$ cat config.mk
export PLATFORM = sky130hd
export DESIGN_NAME = board_port_arbiter
export DESIGN_NICKNAME = d
export VERILOG_FILES = /design/src/rtl/board_port_arbiter.sv
export SDC_FILE = /design/constraint.sdc
export NUM_CORES = 1
export LEC_CHECK = 0
export CAP_MARGIN = 20
export CELL_PAD_IN_SITES_DETAIL_PLACEMENT = 1
export CELL_PAD_IN_SITES_GLOBAL_PLACEMENT = 1
export CORE_MARGIN = 1.5
export CORE_UTILIZATION = 40
export DETAILED_ROUTE_END_ITERATION = 10
export DONT_BUFFER_PORTS = 1
export MAX_ROUTING_LAYER = met4
export PLACE_DENSITY_LB_ADDON = 0.2
export SYNTH_ARGS = -nofsm -noshare
export SYNTH_HDL_FRONTEND = slang
export SYNTH_SLANG_ARGS = --single-unit
$ cat constraint.sdc
create_clock -name clk -period 1.4 [get_ports clk]
set_clock_uncertainty 0.05 [all_clocks]
set_input_delay 0.28 -clock clk [delete_from_list [all_inputs] [get_ports clk]]
set_output_delay 0.28 -clock clk [all_outputs]
set_load 0.02 [all_outputs]
$ cat src/rtl/board_port_arbiter.sv
// rtl/board_port_arbiter.sv - three-way arbiter for the board_state read port
//
// Shares the combinational board_state read port among the display renderer,
// the player-move legality check and the ghost-move AI. One grant per cycle;
// the granted address is registered onto mem_x/mem_y and the cell returned by
// board_state is captured one cycle later and pulsed out on <client>_valid.
//
// Optional feature macro: BOARD_ARB_STARVE_EN
//   defined   : player/ghost starvation counters force a long-waiting request
//               through ahead of the display.
//   undefined : strict priority display > round-robin(player, ghost).
//
// Ports:
//   clk, reset                      clock, synchronous active-low reset
//   disp_req/x/y -> disp_gnt/valid/data   display requester
//   pl_req/x/y   -> pl_gnt/valid/data     player requester
//   gh_req/x/y   -> gh_gnt/valid/data     ghost requester
//   mem_x, mem_y (out), mem_data (in)     board_state read port
//   busy                                  an access is in flight

module board_port_arbiter #(
  parameter int COORD_W    = 6,
  parameter int DATA_W     = 3,
  parameter int STARVE_MAX = 15
) (
  input  logic               clk,
  input  logic               reset,
  input  logic               disp_req,
  input  logic [COORD_W-1:0] disp_x,
  input  logic [COORD_W-1:0] disp_y,
  output logic               disp_gnt,
  output logic               disp_valid,
  output logic [DATA_W-1:0]  disp_data,
  input  logic               pl_req,
  input  logic [COORD_W-1:0] pl_x,
  input  logic [COORD_W-1:0] pl_y,
  output logic               pl_gnt,
  output logic               pl_valid,
  output logic [DATA_W-1:0]  pl_data,
  input  logic               gh_req,
  input  logic [COORD_W-1:0] gh_x,
  input  logic [COORD_W-1:0] gh_y,
  output logic               gh_gnt,
  output logic               gh_valid,
  output logic [DATA_W-1:0]  gh_data,
  output logic [COORD_W-1:0] mem_x,
  output logic [COORD_W-1:0] mem_y,
  input  logic [DATA_W-1:0]  mem_data,
  output logic               busy
);

  typedef enum logic [1:0] {SEL_NONE, SEL_DISP, SEL_PL, SEL_GH} sel_t;

  sel_t sel;
  logic rr_gh;     // 0: player wins the next player/ghost tie, 1: ghost
  logic pl_cand;
  logic gh_cand;

  // Player and ghost are masked during their grant cycle, so a held request
  // with not-yet-updated coordinates cannot be read twice. The display is a
  // streaming reader that advances its coordinates as soon as it sees gnt,
  // so it stays eligible every cycle and can sustain one read per cycle.
  assign pl_cand = pl_req && !pl_gnt;
  assign gh_cand = gh_req && !gh_gnt;

`ifdef BOARD_ARB_STARVE_EN
  localparam int CNT_W = $clog2(STARVE_MAX + 1);
  localparam logic [CNT_W-1:0] CNT_MAX = CNT_W'(STARVE_MAX);

  logic [CNT_W-1:0] pl_cnt;
  logic [CNT_W-1:0] gh_cnt;
  logic             pl_starve;
  logic             gh_starve;

  assign pl_starve = pl_cand && (pl_cnt == CNT_MAX);
  assign gh_starve = gh_cand && (gh_cnt == CNT_MAX);
`endif

  always_comb begin
    sel = SEL_NONE;
    if (disp_req)                  sel = SEL_DISP;
    else if (pl_cand && gh_cand)   sel = rr_gh ? SEL_GH : SEL_PL;
    else if (pl_cand)              sel = SEL_PL;
    else if (gh_cand)              sel = SEL_GH;
`ifdef BOARD_ARB_STARVE_EN
    // A saturated counter overrides the normal order, display included.
    if (pl_starve && gh_starve)    sel = rr_gh ? SEL_GH : SEL_PL;
    else if (pl_starve)            sel = SEL_PL;
    else if (gh_starve)            sel = SEL_GH;
`endif
  end

  always_ff @(posedge clk) begin
    if (!reset) begin
      mem_x      <= '0;
      mem_y      <= '0;
      disp_gnt   <= 1'b0;
      pl_gnt     <= 1'b0;
      gh_gnt     <= 1'b0;
      disp_valid <= 1'b0;
      pl_valid   <= 1'b0;
      gh_valid   <= 1'b0;
      disp_data  <= '0;
      pl_data    <= '0;
      gh_data    <= '0;
      busy       <= 1'b0;
      rr_gh      <= 1'b0;
`ifdef BOARD_ARB_STARVE_EN
      pl_cnt     <= '0;
      gh_cnt     <= '0;
`endif
    end else begin
      disp_gnt <= (sel == SEL_DISP);
      pl_gnt   <= (sel == SEL_PL);
      gh_gnt   <= (sel == SEL_GH);
      busy     <= (sel != SEL_NONE);

      case (sel)
        SEL_DISP: begin mem_x <= disp_x; mem_y <= disp_y; end
        SEL_PL:   begin mem_x <= pl_x;   mem_y <= pl_y;   end
        SEL_GH:   begin mem_x <= gh_x;   mem_y <= gh_y;   end
        default:  ;
      endcase

      // Pointer moves to the other client after any player or ghost grant.
      if (sel == SEL_PL) rr_gh <= 1'b1;
      if (sel == SEL_GH) rr_gh <= 1'b0;

      // The address driven in the grant cycle returns data now.
      disp_valid <= disp_gnt;
      pl_valid   <= pl_gnt;
      gh_valid   <= gh_gnt;
      if (disp_gnt) disp_data <= mem_data;
      if (pl_gnt)   pl_data   <= mem_data;
      if (gh_gnt)   gh_data   <= mem_data;

`ifdef BOARD_ARB_STARVE_EN
      // A masked (just granted) request neither counts nor clears.
      if (!pl_req || sel == SEL_PL)          pl_cnt <= '0;
      else if (pl_cand && pl_cnt != CNT_MAX) pl_cnt <= pl_cnt + 1'b1;

      if (!gh_req || sel == SEL_GH)          gh_cnt <= '0;
      else if (gh_cand && gh_cnt != CNT_MAX) gh_cnt <= gh_cnt + 1'b1;
`endif
    end
  end

endmodule

==> metrics.txt <==
Async SR Flop Fraction=0; R2R Path Start=gh_gnt; largest net degree at the start of global routing=30; cells after synthesis=141; Final Slew Violations=0; Tot GR Track Use=0.230; dpl hpwl=2990 um; DRC Markers=0; min-delay src=reset; initial core utilization=0.425; CORE AREA=3390 um^2; final worst slack=0.0788 ns; endpoints failing setup=0; max_cap viols=0; iteration count of the initial detailed-routing pass=4; Post-DRT Antenna Nets=0; critical path class=register to register; Rel. slew slack=0.738; # diodes=0; H-tree Lvls=2; first-pass GRT wire length=6820 um; worst min-delay path class=input pin to register; status=finished clean; Netlist cell types=27; minimum clock period=1.32 ns; Critical Path AT=1.50 ns; static leakage=0.527 nW; total number of vias=1185; die area=3970 um^2; initial antenna violation count=0; PD cells=1100 nW/um^2; CP required=1.58 ns; Final GP Congestion=0.728; CTS tree=built; critical path startpoint category=register; WHS=0.0224 ns; beginning of the critical path=gh_gnt; Row Count=21; layout cells sized above 1=0.313; WL/cell=21.2 um; Achievable Freq=0.757 GHz; via density per instance=6.14; Area after DPL=1520 um^2; GR Overflow Total=0; unrepaired setup endpoints after global routing=no; Clock Sinks=29; fin nets=191; clock root buffer=clkbuf_4; crit path capture type=register; Final Util=0.467; fin area=1580 um^2; Synth-to-Final Area Change=9.90%; critical path peak fanout=14; CTS Buf Count=5; Die Span X=63.0 um; port buffer count=0; Avg Cell Area, Syn=10.2 um^2; final worst path period share=0.944; DR iter-0 viols=40; clock transition at the registers of the reported paths=0.09 ns; Max IR drop VDD=0.412 mV; Post-synth EDFFs=0; Worst-Margin Slew=0.390 ns; worst skew pair latency=0.33 ns; Clock Tree Buf Depth=2; Final Hold Viols=0; Post-Route WL=4080 um; DP Worst Slack=0.0909 ns; Synth Cell Area=1440 um^2; Synthesis Warnings=0; syn nets=185; post-synthesis sequential area ratio=0.403; io pins=72; Seq cells post-synth=29; number of global-route vias before repair=1328; Main synth FF type=dfxtp_1; DIE HEIGHT=63.0 um
[cell usage in the layout (no fill, tap or decap), types with 4 or more instances in the layout]
master    count
nor4_1       12
nand4_1      12
a311oi_1      4
o21ai_0      12
clkbuf_4      5
nor2b_1       9
nand3_1       4
mux2i_1       9
dfxtp_1      27
and2_1        4
nand3_2       8
a311oi_2      8
buf_4        16
[flip-flops by register name (all words and copies together), names as in the netlist]
signal and flops:
gh_gnt 1, mem_y 6, mem_x 6, disp_valid 1, gh_valid 1, rr_gh 1
gh_data 3, pl_gnt 1, disp_data 3, pl_valid 1, busy 1, pl_data 3
disp_gnt 1
[power by group]
part	switching (W)	total [W]	internal, W	leakage [nW]
logic	0.000137	0.000258	0.000121	0.255
registers	0.0000924	0.000966	0.000874	0.240
clock network	0.000280	0.000516	0.000237	0.0314
total	0.000509	0.00174	0.00123	0.527
[path summary, 6_finish.rpt]
check	cells after the start	slack (ns)	to
worst max-delay path	4	0.08	mem_y[4]
worst min register to register	1	0.53	rr_gh
worst min-delay path	1	0.02	pl_valid
worst max register to register	4	0.08	mem_y[4]
[cells in the mapped netlist (4+ instances only)]
master / instances / share of area
a311oi_2: 8 / 0.083
nand3_2: 8 / 0.056
dfxtp_1: 29 / 0.40
buf_6: 6 / 0.047
buf_2: 5 / 0.017
and2_1: 4 / 0.017
a311oi_1: 4 / 0.024
mux2i_1: 9 / 0.063
clkbuf_1: 5 / 0.013
nor2b_1: 10 / 0.043
o21ai_0: 12 / 0.042
nor4_1: 12 / 0.052
nand4_1: 12 / 0.052
nand3_1: 4 / 0.014
[worst max-delay path, stage by stage, from the launching register on]
cell	delay, ns
dfxtp_2	0.36
nor3b_4	0.23
buf_12	0.18
nand3_2	0.08
a311oi_2	0.32
[layer usage]
layer / vias to the layer above / track usage / part of all wire
li1: 548 / - / -
met1: 586 / 0.252 / 0.42
met2: 42 / 0.388 / 0.50
met3: 9 / 0.0595 / 0.058
met4: 0 / 0.111 / 0.024
met5: - / - / 0
[cell families (layout without fill, tap and decap cells)]
family | after synthesis | after routing | synth area share
AOI/OAI and AO/OA | 27 | 27 | 0.168
DFF | 29 | 29 | 0.403
muxes | 9 | 9 | 0.0625
buffers and inverters | 19 | 25 | 0.0877
and+or+nand+nor | 57 | 57 | 0.280
[area by class of cell]
class | count | area (um^2)
multi-input combinational | 93 | 742
inverter | 1 | 3.75
tap | 46 | 57.6
sequential | 29 | 586
clock buffer | 7 | 55.1
fill | 372 | 1810
timing repair buffer | 17 | 140
[through the flow]
| step | instances | setup TNS (ns) | total power, W |
|---|---|---|---|
| 2_1_floorplan | 141 | -0.118 | 0.00118 |
| 3_3_place_gp | 186 | 0 | 0.00123 |
| 3_5_place_dp | 186 | 0 | 0.00124 |
| 4_1_cts | 193 | 0 | 0.00176 |
| 5_1_grt | 193 | 0 | 0.00183 |
| 6_report | 193 | 0 | 0.00174 |
[repair_timing]
action | in CTS | in global routing
gates resized for setup | 0 | 1
setup buffers | 0 | 0
setup endpoints to repair | 0 | 1
hold buffers | 0 | 0
Power figures use the tool's default switching activity.
